File: src/rtl/instruction_fetch_if.sv
// Fetch-unit signal bundle: core-side control, instruction-memory bus and
// decode-stage outputs. The master modport is the fetch unit itself.
interface instruction_fetch_if #(
  parameter int unsigned XLEN = 32
);
  logic            phase_fetch;
  logic            jump_en;
  logic [XLEN-1:0] jump_addr;
  logic            imem_req;
  logic [XLEN-1:0] imem_addr;
  logic            imem_ack;
  logic [31:0]     imem_rdata;
  logic [31:0]     inst;
  logic [XLEN-1:0] curr_pc_fd;
  logic [XLEN-1:0] next_pc_fd;
  logic            inst_valid;
  logic            misalign_fd;
  logic            stall_fetch;

  modport master (
    input  phase_fetch, jump_en, jump_addr, imem_ack, imem_rdata,
    output imem_req, imem_addr, inst, curr_pc_fd, next_pc_fd,
           inst_valid, misalign_fd, stall_fetch
  );

  modport slave (
    output phase_fetch, jump_en, jump_addr, imem_ack, imem_rdata,
    input  imem_req, imem_addr, inst, curr_pc_fd, next_pc_fd,
           inst_valid, misalign_fd, stall_fetch
  );
endinterface

File: src/rtl/instruction_fetch.sv
// Instruction fetch unit: holds the PC, issues one instruction-memory read
// per phase_fetch strobe, and handles PC redirects, including redirects that
// arrive while a read is outstanding (the stale response is dropped and the
// target is re-requested).
module instruction_fetch #(
  parameter int unsigned     XLEN         = 32,
  parameter logic [XLEN-1:0] RESET_VECTOR = '0
) (
  input  logic                clk,
  input  logic                rst,
  instruction_fetch_if.master bus
);

  localparam logic [31:0] NOP = 32'h0000_0013;

  typedef enum logic {ST_IDLE, ST_WAIT} state_t;

  state_t          r_state;
  state_t          w_next_state;
  logic [XLEN-1:0] r_pc;
  logic [XLEN-1:0] r_req_addr;
  logic            r_req_mis;
  logic            r_pend_mis;
  logic            r_kill;
  logic [31:0]     r_inst;
  logic [XLEN-1:0] r_curr_pc;
  logic [XLEN-1:0] r_next_pc;
  logic            r_inst_valid;
  logic            r_misalign;

  logic [XLEN-1:0] w_fa;
  logic            w_mf;
  logic            w_kill_now;
  logic [XLEN-1:0] w_req_plus4;

  // Fetch address/misalign flag and the kill condition for the current cycle
  always_comb begin
    w_fa        = bus.jump_en ? bus.jump_addr : r_pc;
    w_fa[1:0]   = 2'b00;
    w_mf        = bus.jump_en & (|bus.jump_addr[1:0]);
    w_kill_now  = r_kill | bus.jump_en;
    w_req_plus4 = r_req_addr + XLEN'(4);
  end

  // State register
  always_ff @(posedge clk) begin
    if (rst) r_state <= ST_IDLE;
    else     r_state <= w_next_state;
  end

  // Next-state logic
  always_comb begin
    w_next_state = r_state;
    case (r_state)
      ST_IDLE: if (bus.phase_fetch) w_next_state = ST_WAIT;
      ST_WAIT: if (bus.imem_ack && !w_kill_now) w_next_state = ST_IDLE;
      default: w_next_state = ST_IDLE;
    endcase
  end

  // Output logic: request and stall follow the state, the rest are registered
  always_comb begin
    bus.imem_req    = (r_state == ST_WAIT);
    bus.stall_fetch = (r_state == ST_WAIT);
    bus.imem_addr   = r_req_addr;
    bus.inst        = r_inst;
    bus.curr_pc_fd  = r_curr_pc;
    bus.next_pc_fd  = r_next_pc;
    bus.inst_valid  = r_inst_valid;
    bus.misalign_fd = r_misalign;
  end

  // Datapath: PC, request latch, kill tracking and decode-stage registers.
  // A redirect seen during WAIT is parked in r_pc/r_pend_mis (the PC is not
  // otherwise used while a request is outstanding), so the latest jump wins
  // and is re-requested on the ack that discards the stale response.
  always_ff @(posedge clk) begin
    if (rst) begin
      r_pc         <= RESET_VECTOR;
      r_req_addr   <= RESET_VECTOR;
      r_req_mis    <= 1'b0;
      r_pend_mis   <= 1'b0;
      r_kill       <= 1'b0;
      r_inst       <= NOP;
      r_curr_pc    <= RESET_VECTOR;
      r_next_pc    <= RESET_VECTOR + XLEN'(4);
      r_inst_valid <= 1'b0;
      r_misalign   <= 1'b0;
    end else begin
      r_inst_valid <= 1'b0;
      case (r_state)
        ST_IDLE: begin
          if (bus.phase_fetch) begin
            r_req_addr <= w_fa;
            r_req_mis  <= bus.jump_en ? w_mf : r_pend_mis;
            r_pend_mis <= 1'b0;
            r_pc       <= w_fa;
          end else if (bus.jump_en) begin
            r_pc       <= w_fa;
            r_pend_mis <= w_mf;
          end
        end
        ST_WAIT: begin
          if (bus.imem_ack) begin
            if (w_kill_now) begin
              r_req_addr <= bus.jump_en ? w_fa : r_pc;
              r_req_mis  <= bus.jump_en ? w_mf : r_pend_mis;
              r_pc       <= bus.jump_en ? w_fa : r_pc;
              r_pend_mis <= 1'b0;
              r_kill     <= 1'b0;
            end else begin
              r_inst       <= bus.imem_rdata;
              r_curr_pc    <= r_req_addr;
              r_next_pc    <= w_req_plus4;
              r_misalign   <= r_req_mis;
              r_inst_valid <= 1'b1;
              r_pc         <= w_req_plus4;
            end
          end else if (bus.jump_en) begin
            r_kill     <= 1'b1;
            r_pc       <= w_fa;
            r_pend_mis <= w_mf;
          end
        end
        default: ;
      endcase
    end
  end

endmodule

File: src/flat_wrapper.sv
// flat-port wrapper written by rule: the top's interface ports become plain ports
module instruction_fetch_flat 
#(
  parameter int unsigned     XLEN         = 32,
  parameter logic [XLEN-1:0] RESET_VECTOR = '0
)
  (clk, rst, bus_phase_fetch, bus_jump_en, bus_jump_addr, bus_imem_ack, bus_imem_rdata, bus_imem_req, bus_imem_addr, bus_inst, bus_curr_pc_fd, bus_next_pc_fd, bus_inst_valid, bus_misalign_fd, bus_stall_fetch);
  instruction_fetch_if #(.XLEN(XLEN)) bus_i ();
  input  logic clk;
  input  logic rst;
  input wire logic [$bits(bus_i.phase_fetch)-1:0] bus_phase_fetch;
  input wire logic [$bits(bus_i.jump_en)-1:0] bus_jump_en;
  input wire logic [$bits(bus_i.jump_addr)-1:0] bus_jump_addr;
  input wire logic [$bits(bus_i.imem_ack)-1:0] bus_imem_ack;
  input wire logic [$bits(bus_i.imem_rdata)-1:0] bus_imem_rdata;
  output wire logic [$bits(bus_i.imem_req)-1:0] bus_imem_req;
  output wire logic [$bits(bus_i.imem_addr)-1:0] bus_imem_addr;
  output wire logic [$bits(bus_i.inst)-1:0] bus_inst;
  output wire logic [$bits(bus_i.curr_pc_fd)-1:0] bus_curr_pc_fd;
  output wire logic [$bits(bus_i.next_pc_fd)-1:0] bus_next_pc_fd;
  output wire logic [$bits(bus_i.inst_valid)-1:0] bus_inst_valid;
  output wire logic [$bits(bus_i.misalign_fd)-1:0] bus_misalign_fd;
  output wire logic [$bits(bus_i.stall_fetch)-1:0] bus_stall_fetch;
  assign bus_i.phase_fetch = bus_phase_fetch;
  assign bus_i.jump_en = bus_jump_en;
  assign bus_i.jump_addr = bus_jump_addr;
  assign bus_i.imem_ack = bus_imem_ack;
  assign bus_i.imem_rdata = bus_imem_rdata;
  assign bus_imem_req = bus_i.imem_req;
  assign bus_imem_addr = bus_i.imem_addr;
  assign bus_inst = bus_i.inst;
  assign bus_curr_pc_fd = bus_i.curr_pc_fd;
  assign bus_next_pc_fd = bus_i.next_pc_fd;
  assign bus_inst_valid = bus_i.inst_valid;
  assign bus_misalign_fd = bus_i.misalign_fd;
  assign bus_stall_fetch = bus_i.stall_fetch;
  instruction_fetch #(.XLEN(XLEN), .RESET_VECTOR(RESET_VECTOR)) u_core (.clk(clk), .rst(rst), .bus(bus_i));
endmodule
File: config.mk
export PLATFORM = sky130hd
export DESIGN_NAME = instruction_fetch_flat
export DESIGN_NICKNAME = d
export VERILOG_FILES = /design/src/rtl/instruction_fetch_if.sv /design/src/rtl/instruction_fetch.sv /design/src/flat_wrapper.sv
export SDC_FILE = /design/constraint.sdc
export NUM_CORES = 1
export LEC_CHECK = 0
export CAP_MARGIN = 20
export CORE_ASPECT_RATIO = 0.75
export CORE_MARGIN = 2
export CORE_UTILIZATION = 47
export CTS_BUF_LIST = sky130_fd_sc_hd__clkbuf_8 sky130_fd_sc_hd__clkbuf_16
export CTS_CLUSTER_SIZE = 24
export DETAILED_ROUTE_END_ITERATION = 12
export HOLD_SLACK_MARGIN = 0.08
export PLACE_DENSITY = 0.8
export SYNTH_ARGS = -nofsm -noshare
export SYNTH_HDL_FRONTEND = slang
export SYNTH_SLANG_ARGS = --single-unit
File: constraint.sdc
create_clock -name clk -period 1.9 [get_ports clk]
set_input_delay 0.38 -clock clk [delete_from_list [all_inputs] [get_ports clk]]
set_output_delay 0.38 -clock clk [all_outputs]
set_load 0.02 [all_outputs]
==> results.sh, run 1 <==
export IMPL_finalNetCount=1047
export IMPL_clock_path_buffers=2
export IMPL_routabilityCongestion=0.798
export IMPL_hpwl_mm=13.4
export IMPL_hp_start="bus_jump_en"
export IMPL_ios=201
export IMPL_layout_drive_gt1_share_pct=12.5
export IMPL_rsz0062_at_grt="true"
export IMPL_async_reset_ff_share_pct=0
export IMPL_cpMaxStageDelayCell="clkdlybuf4s50_1"
export IMPL_yosys_area_top_type_share_pct=50.1
export IMPL_critPathKind="register to output pin"
export IMPL_wire_per_inst_um=16.6
export IMPL_cts_hold_buf=0
export IMPL_io_buffer_count=200
export IMPL_r2r_start="u_core.bus.imem_addr[3]"
export IMPL_die_area_um2=14900
export IMPL_hold_worst_slack_ns=0.300
export IMPL_max_freq_mhz=541
export IMPL_htree_levels=4
export IMPL_yosys_warnings=0
export IMPL_gr_total_overflow=0
export IMPL_diodes=0
export IMPL_finalSetupTns_ns=0
export IMPL_cp_end_kind="output pin"
export IMPL_r2r_cells=6
export IMPL_syn_nets=833
export IMPL_syn_area_um2=6550
export IMPL_startpoint="u_core.bus.next_pc_fd[0]"
export IMPL_post_route_min_period_ns=1.85
export IMPL_rows=37
export IMPL_cts_sinks=164
export IMPL_root_buffer="clkbuf_16"
export IMPL_slowest_delay_ns=0.64
export IMPL_clkLatencyLatePin_ns=0.43
export IMPL_hold_viol=0
export IMPL_synth_edff_count=0
export IMPL_leakagePower_nw=3.80
export IMPL_ir_drop_mv=0.728
export IMPL_grt_pass1_wl_mm=30.5
export IMPL_arrival_ns=1.47
export IMPL_crit_fanout=3
export IMPL_drt_pass1_iterations=5
export IMPL_ys_seq_area_share_pct=50.1
export IMPL_synth_cells=763
export IMPL_fill_cells=1085
export IMPL_worst_pin_slew_ns=0.416
export IMPL_grt_max_degree=52
export IMPL_placed_cells=1132
export IMPL_stdcell_count=1165
export IMPL_syn_area_per_cell_um2=8.58
export IMPL_grt_pass1_vias=5973
export IMPL_slew_viol_final=0
export IMPL_ant_nets=0
export IMPL_vias_per_cell=5.37
export IMPL_crit_cells=1
export IMPL_grt_total_usage_pct=25.7
export IMPL_fin_skew_ns=0.0107
export IMPL_whs_path_depth=2
export IMPL_synth_main_ff_cell="dfxtp_1"
export IMPL_antenna_found_initial=0
export IMPL_coreArea_um2=13700
export IMPL_power_density_nw_per_um2=872
export IMPL_critical_path_required_ns=1.52
export IMPL_relSlewSlack_pct=72.3
export IMPL_synth_area_top_cells="dfxtp_1 50%, nand2_1 8.7%, a21oi_1 6.3%"
export IMPL_die_h_um=106
export IMPL_critical_path_buf_inv_count=1
export IMPL_start_kind="register"
export IMPL_synth_top_cell_by_area="dfxtp_1"
export IMPL_drtIter0Drc=362
export IMPL_hold_path_class="primary input to register"
export IMPL_fin_crit_sh_pct=97.3
export IMPL_status="complete, no violations"
export IMPL_maxCapViolations=0
export IMPL_r2r_setup_slack_ns=0.06
export IMPL_seq_area_um2=3290
export IMPL_final_cell_mix="168 x clkdlybuf4s50_1, 162 x dfxtp_1, 152 x nand2_1, 83 x a21oi_1, 77 x nor2_1"
export IMPL_final_core_util_pct=70.9
export IMPL_routed_wl_mm=19.3
export IMPL_endpoint="bus_curr_pc_fd[0]"
export IMPL_die_w_um=140
export IMPL_initial_core_util_pct=48.0
export IMPL_regToRegEndpoint="u_core.bus.next_pc_fd[30]"
export IMPL_drc=0
export IMPL_cts_tree="done"
export IMPL_syn_to_final_growth_pct=48.0
export IMPL_layout_commonest_cell="clkdlybuf4s50_1"
export IMPL_path_delay_family="buffers and inverters"
export IMPL_multiInputGateArea_um2=3040
export IMPL_yosysUniqueCellTypes=56
export IMPL_cts_clk_slew_worst_paths_ns=0.06
export IMPL_finalSetupViolations=0
export IMPL_vias=6254
export IMPL_numCtsBuffers=17
export IMPL_cp_cell_sequence="clkdlybuf4s50_1"
export IMPL_synth_seq_cells=164
-- per-layer routing --
| metal | GRT usage, % | wire (um) | vias up |
|---|---|---|---|
| met2 | 39.9 | 8750 | 244 |
| met4 | 8.30 | 290 | 0 |
| met3 | 10.0 | 1870 | 27 |
| met1 | 33.0 | 8380 | 2929 |
| met5 | 0 | 0 | - |
| li1 | - | - | 3054 |
-- state kept, by name, summed over array words and instances, names as in the netlist --
register / cells
u_core.bus.imem_req: 1
u_core.bus.misalign_fd: 1
u_core.r_req_mis: 1
u_core.bus.inst_valid: 1
u_core.bus.next_pc_fd: 32
u_core.r_pend_mis: 1
u_core.bus.imem_addr: 32
u_core.bus.inst: 32
u_core.r_kill: 1
u_core.bus.curr_pc_fd: 30
u_core.r_pc: 32
-- cells by family after synthesis --
group / after synthesis / synth area share (%)
AO/OA/AOI/OAI: 169 / 15.8
XOR/XNOR: 13 / 1.74
adder cells (fa/ha/maj): 1 / 0.191
buffers and inverters: 69 / 5.12
flip-flops: 164 / 50.1
multiplexers: 34 / 5.24
AND/OR/NAND/NOR: 313 / 21.8
-- where the power goes --
group	total (W)	internal [W]	switching, W
combinational	0.00125	0.000583	0.000667
clock	0.00349	0.00197	0.00152
sequential	0.00371	0.00361	0.000105
total	0.00845	0.00616	0.00229
-- stage by stage --
stage	worst slack [ns]	cell area (um2)	total power [W]
finish	0.0506	9690	0.00845
detailed placement	-0.224	9020	0.00505
global route	-0.0269	9690	0.00876
global placement	-0.141	9020	0.00503
floorplan	0.0526	6550	0.00440
CTS	0.00840	9600	0.00848
-- cell type report --
cell class | instances | share of cell area, %
clock inverter | 15 | 1.76
sequential | 164 | 33.9
clock buffer | 17 | 4.39
tap | 175 | 2.26
inverter | 3 | 0.116
timing repair buffer | 260 | 26.2
multi-input combinational | 531 | 31.4
-- cells in the mapped netlist (all sizes together), types with 2 or more instances --
cell type,count
and4,4
nand3,13
or4,2
a21o,4
nand3b,3
nor2,77
a31oi,2
o31a,5
o21bai,3
o21ai,13
and3,3
o31ai,2
mux2,2
xor2,8
o21a,3
buf,43
mux2i,32
inv,3
nand4,11
nor2b,4
a21oi,83
a211oi,42
clkbuf,23
nand2b,4
dfxtp,164
xnor2,5
nor4,7
nor3,25
and2,2
o22ai,6
or2,2
nand2,153
-- repair_timing --
item,in CTS,in global routing
setup buffers,0,0
pin swaps,0,2
cloned,0,1
gates resized for setup,24,21
setup endpoints to repair,30,24
-- worst min-delay path by stage --
stage	end	slack [ns]
floorplan	u_core.r_req_mis	0.43
global placement	u_core.bus.next_pc_fd[29]	0.44
detailed placement	u_core.bus.next_pc_fd[29]	0.43
CTS	u_core.r_pc[0]	0.29
global route	u_core.r_pc[0]	0.29
finish	u_core.r_pc[0]	0.30
No activity file was read; power rests on OpenSTA's default activity.
==> run 2: changes to the inputs <==
--- a/config.mk
+++ b/config.mk
@@ -13,7 +13,7 @@
 export CTS_CLUSTER_SIZE = 24
 export DETAILED_ROUTE_END_ITERATION = 12
 export HOLD_SLACK_MARGIN = 0.08
-export PLACE_DENSITY = 0.8
+export PLACE_DENSITY_LB_ADDON = 0.08
 export SYNTH_ARGS = -nofsm -noshare
 export SYNTH_HDL_FRONTEND = slang
 export SYNTH_SLANG_ARGS = --single-unit
==> run 2 against run 1 <==
Net effect: critical path depth unchanged; count of clock-buffer cells in the layout increased by 4; utilization increased by 0.073 points; sequential cell count unchanged; fmax decreased by 0.11%; cell area increased by 0.10%; first-iteration DRC count increased by 9.7%; critical path type unchanged; largest cell class unchanged; largest power group unchanged.
==> results.sh, run 2 (synthesized netlist as in run 1, its figures left out) <==
export IMPL_status="complete, no violations"
export IMPL_clkLatencyLatePin_ns=0.43
export IMPL_vias=6342
export IMPL_gr_total_overflow=0
export IMPL_crit_fanout=4
export IMPL_slew_viol_final=0
export IMPL_critical_path_required_ns=1.52
export IMPL_critPathKind="register to output pin"
export IMPL_drt_pass1_iterations=5
export IMPL_startpoint="u_core.bus.imem_addr[31]"
export IMPL_wire_per_inst_um=16.5
export IMPL_drtIter0Drc=397
export IMPL_leakagePower_nw=3.75
export IMPL_seqPwrFrac_pct=43.5
export IMPL_grt_met2_usage_pct=41.9
export IMPL_io_buffer_count=200
export IMPL_post_route_min_period_ns=1.85
export IMPL_power_frac_comb_pct=14.5
export IMPL_grt_total_usage_pct=26.2
export IMPL_antenna_found_initial=0
export IMPL_root_buffer="clkbuf_16"
export IMPL_regToRegEndpoint="u_core.r_pc[22]"
export IMPL_htree_levels=4
export IMPL_ir_drop_mv=0.865
export IMPL_hpwl_mm=13.7
export IMPL_diodes=0
export IMPL_endpoint="bus_imem_addr[31]"
export IMPL_p_int_w=0.00639
export IMPL_routed_wl_mm=19.2
export IMPL_grt_max_degree=54
export IMPL_hold_viol=0
export IMPL_relSlewSlack_pct=60.8
export IMPL_ios=201
export IMPL_vias_per_cell=5.46
export IMPL_crit_cells=1
export IMPL_power_switching_w=0.00216
export IMPL_cpMaxStageDelayCell="clkdlybuf4s50_1"
export IMPL_start_kind="register"
export IMPL_die_area_um2=14900
export IMPL_power_density_nw_per_um2=882
export IMPL_ant_nets=0
export IMPL_path_delay_family="buffers and inverters"
export IMPL_numCtsBuffers=17
export IMPL_critical_path_buf_inv_count=1
export IMPL_hold_path_class="primary input to register"
export IMPL_die_h_um=106
export IMPL_syn_to_final_growth_pct=48.1
export IMPL_final_cell_mix="167 x clkdlybuf4s50_1, 162 x dfxtp_1, 152 x nand2_1, 83 x a21oi_1, 76 x nor2_1"
export IMPL_cts_clk_slew_worst_paths_ns=0.06
export IMPL_grt_pass1_vias=6191
export IMPL_r2r_setup_slack_ns=0.06
export IMPL_worst_pin_slew_ns=0.586
export IMPL_routabilityCongestion=0.845
export IMPL_initial_core_util_pct=48.0
export IMPL_maxCapViolations=0
export IMPL_drc=0
export IMPL_final_core_util_pct=71.0
export IMPL_cts_tree="done"
export IMPL_cp_cell_sequence="clkdlybuf4s50_1"
export IMPL_clkPwrFrac_pct=42.0
export IMPL_finalSetupTns_ns=0
export IMPL_r2r_start="u_core.bus.imem_addr[3]"
export IMPL_r2r_cells=6
export IMPL_grtUsageMet3_pct=7.30
export IMPL_arrival_ns=1.47
export IMPL_fin_crit_sh_pct=97.4
export IMPL_fin_ws_ns=0.0485
export IMPL_max_freq_mhz=540
export IMPL_fin_skew_ns=0.00896
export IMPL_finalNetCount=1044
export IMPL_pre_cts_ws_ns=-0.163
export IMPL_coreArea_um2=13700
export IMPL_layout_commonest_cell="clkdlybuf4s50_1"
export IMPL_top_usage_layer="met2"
export IMPL_slowest_delay_ns=0.67
export IMPL_die_w_um=140
export IMPL_clock_path_buffers=2
export IMPL_switching_share_pct=25.3
export IMPL_cts_sinks=164
export IMPL_rows=37
export IMPL_grt_pass1_wl_mm=31.2
export IMPL_layout_drive_gt1_share_pct=12.4
export IMPL_whs_path_depth=2
export IMPL_cp_end_kind="output pin"
export IMPL_met1_usage_pct=34.1
export IMPL_finalSetupViolations=0
run 2: cell type report:
| class | instances | area (um2) |
|---|---|---|
| fill | 1054 | 3960 |
| sequential | 164 | 3290 |
| multi-input combinational | 530 | 3010 |
| timing repair buffer | 258 | 2540 |
| clock buffer | 21 | 480 |
| tap | 175 | 219 |
| clock inverter | 11 | 150 |
| inverter | 3 | 11.3 |
run 2: worst min path at each step:
stage / startpoint / end / slack, ns
global placement: u_core.bus.next_pc_fd[14] / u_core.bus.next_pc_fd[14] / 0.44
floorplan: u_core.r_req_mis / u_core.r_req_mis / 0.43
global route: rst / u_core.bus.curr_pc_fd[5] / 0.32
detailed placement: u_core.bus.inst[17] / u_core.bus.inst[17] / 0.45
finish: rst / u_core.bus.curr_pc_fd[5] / 0.32
CTS: rst / u_core.bus.curr_pc_fd[5] / 0.31
run 2: per-layer routing:
metal  vias up  routed length, um
li1       3055                  -
met1      3045               8480
met2       209               9090
met3        33               1300
met4         0                334
met5         -                  0
run 2: per-stage QoR:
| step | std cells | instance area [um2] | total power (W) | hold slack (ns) |
|---|---|---|---|---|
| floorplan | 763 | 6550 | 0.00440 | 0.432 |
| global placement | 1128 | 9020 | 0.00502 | 0.438 |
| detailed placement | 1128 | 9020 | 0.00506 | 0.447 |
| CTS | 1160 | 9630 | 0.00859 | 0.315 |
| global route | 1162 | 9700 | 0.00889 | 0.316 |
| finish | 1162 | 9700 | 0.00856 | 0.320 |
run 2: power groups by stage:
| stage | logic [W] | registers, W | clock network, W |
|---|---|---|---|
| floorplan | 0.000476 | 0.00393 | 0 |
| global placement | 0.00124 | 0.00379 | 0 |
| detailed placement | 0.00126 | 0.00379 | 0 |
| CTS | 0.00124 | 0.00372 | 0.00364 |
| global route | 0.00133 | 0.00374 | 0.00381 |
| finish | 0.00124 | 0.00372 | 0.00359 |
run 2: repair_timing:
action	in CTS	in global routing
endpoints found under the setup margin	33	26
setup buffers	0	2
pin swaps	0	1
endpoints found under the hold margin	0	0
gates resized for setup	26	17
hold buffers	0	0
==> run 3: changes to the inputs <==
--- a/config.mk
+++ b/config.mk
@@ -7,7 +7,6 @@
 export LEC_CHECK = 0
 export CAP_MARGIN = 20
 export CORE_ASPECT_RATIO = 0.75
-export CORE_MARGIN = 2
 export CORE_UTILIZATION = 47
 export CTS_BUF_LIST = sky130_fd_sc_hd__clkbuf_8 sky130_fd_sc_hd__clkbuf_16
 export CTS_CLUSTER_SIZE = 24
==> run 3 against run 2 <==
Net effect: the run now ends with design-rule violations left; combinational power about the same; global-route usage down 0.36 points; critical path type unchanged; highest routed layer unchanged; cell count is 0.17% higher; total power is 6.1% lower; worst hold slack lost 0.13 ns; largest power group unchanged.
==> results.sh, run 3 (synthesized netlist as in run 1, its figures left out) <==
export IMPL_wire_per_inst_um=16.0
export IMPL_ir_drop_mv=0.620
export IMPL_cts_clk_slew_worst_paths_ns=0.06
export IMPL_gr_total_overflow=0
export IMPL_start_kind="register"
export IMPL_slowest_delay_ns=0.64
export IMPL_layout_commonest_cell="clkdlybuf4s50_1"
export IMPL_syn_to_final_growth_pct=45.5
export IMPL_final_core_util_pct=71.7
export IMPL_hold_path_class="primary input to register"
export IMPL_die_w_um=138
export IMPL_worst_pin_slew_ns=0.588
export IMPL_coreArea_um2=13300
export IMPL_critPathKind="register to output pin"
export IMPL_io_buffer_count=200
export IMPL_final_cell_mix="167 x clkdlybuf4s50_1, 161 x dfxtp_1, 152 x nand2_1, 83 x a21oi_1, 77 x nor2_1"
export IMPL_routabilityCongestion=0.852
export IMPL_clkLatencyLatePin_ns=0.43
export IMPL_critical_path_buf_inv_count=1
export IMPL_placed_area_um2=9000
export IMPL_max_freq_mhz=545
export IMPL_status="complete, but fails checks"
export IMPL_power_density_nw_per_um2=843
export IMPL_hold_viol=0
export IMPL_drc=20
export IMPL_r2r_cells=6
export IMPL_fin_ws_ns=0.0660
export IMPL_slew_viol_final=0
export IMPL_diodes=0
export IMPL_post_route_min_period_ns=1.83
export IMPL_crit_fanout=4
export IMPL_grt_pass1_vias=5891
export IMPL_vias_per_cell=5.36
export IMPL_routed_wl_mm=18.7
export IMPL_grt_pass1_wl_mm=29.7
export IMPL_ant_nets=0
export IMPL_seq_area_um2=3290
export IMPL_multiInputGateArea_um2=2980
export IMPL_cts_tree="done"
export IMPL_hold_worst_slack_ns=0.193
export IMPL_vias=6235
export IMPL_rows=36
export IMPL_arrival_ns=1.45
export IMPL_rsz0062_at_grt="false"
export IMPL_drtIter0Drc=441
export IMPL_crit_cells=1
export IMPL_cts_sinks=164
export IMPL_layout_drive_gt1_share_pct=12.0
export IMPL_hpwl_mm=13.5
export IMPL_cp_cell_sequence="clkdlybuf4s50_1"
export IMPL_leakagePower_nw=3.72
export IMPL_clock_path_buffers=2
export IMPL_ios=201
export IMPL_relSlewSlack_pct=60.7
export IMPL_root_buffer="clkbuf_16"
export IMPL_whs_path_depth=2
export IMPL_antenna_found_initial=0
export IMPL_finalNetCount=1050
export IMPL_grt_max_degree=47
export IMPL_design_area_um2=9530
export IMPL_cts_hold_buf=0
export IMPL_drt_pass1_iterations=9
export IMPL_initial_core_util_pct=49.3
export IMPL_die_area_um2=14400
export IMPL_pre_cts_ws_ns=-0.225
export IMPL_numCtsBuffers=17
export IMPL_grt_total_usage_pct=25.9
export IMPL_die_h_um=104
export IMPL_htree_levels=4
export IMPL_fin_crit_sh_pct=96.5
export IMPL_fill_cells=1035
export IMPL_violations="design-rule violations"
export IMPL_finalSetupViolations=0
export IMPL_fin_skew_ns=0.00888
export IMPL_cpMaxStageDelayCell="clkdlybuf4s50_1"
export IMPL_maxCapViolations=0
export IMPL_critical_path_required_ns=1.52
export IMPL_cp_end_kind="output pin"
export IMPL_path_delay_family="buffers and inverters"
-- run 3: final timing paths --
| kind | from | endpoint | slack [ns] |
|---|---|---|---|
| min | rst | u_core.bus.curr_pc_fd[9] | 0.19 |
| max | u_core.bus.imem_addr[1] | bus_imem_addr[1] | 0.07 |
| min reg2reg | u_core.bus.next_pc_fd[3] | u_core.bus.next_pc_fd[3] | 0.45 |
| max reg2reg | u_core.bus.imem_addr[3] | u_core.bus.next_pc_fd[25] | 0.09 |
-- run 3: metal layers --
metal | track usage, % | wire length, um
met4 | 8.43 | 225
met3 | 7.64 | 1270
met5 | 0 | 0
met2 | 41.3 | 8800
met1 | 33.4 | 8380
-- run 3: area by class of cell --
cell class,instances,share of cell area (%)
clock buffers,20,4.90
clock inverters,12,0.696
repair buffers,264,26.3
well taps,171,2.24
multi-input cells,530,31.2
inverters,3,0.118
flip-flops and latches,164,34.5
-- run 3: power by group --
part           switching (W)  internal (W)  leakage, nW  total (W)
registers           0.000112       0.00361         1.34    0.00372
logic               0.000651      0.000567         2.12    0.00122
clock network        0.00135       0.00174        0.267    0.00310
total                0.00212       0.00592         3.72    0.00804
-- run 3: per-stage QoR --
step           std cells  total power [W]  setup TNS [ns]
6_report            1164          0.00804               0
5_1_grt             1164          0.00835               0
4_1_cts             1164          0.00807               0
3_5_place_dp        1132          0.00504          -14.72
3_3_place_gp        1132          0.00501           -9.44
2_1_floorplan        763          0.00440               0
-- run 3: what timing repair did --
action	4_1_cts	5_1_grt
resized for setup	28	9
buffers inserted	0	0
gates cloned	0	0
endpoints found under the setup margin	25	17
pin swaps	0	1
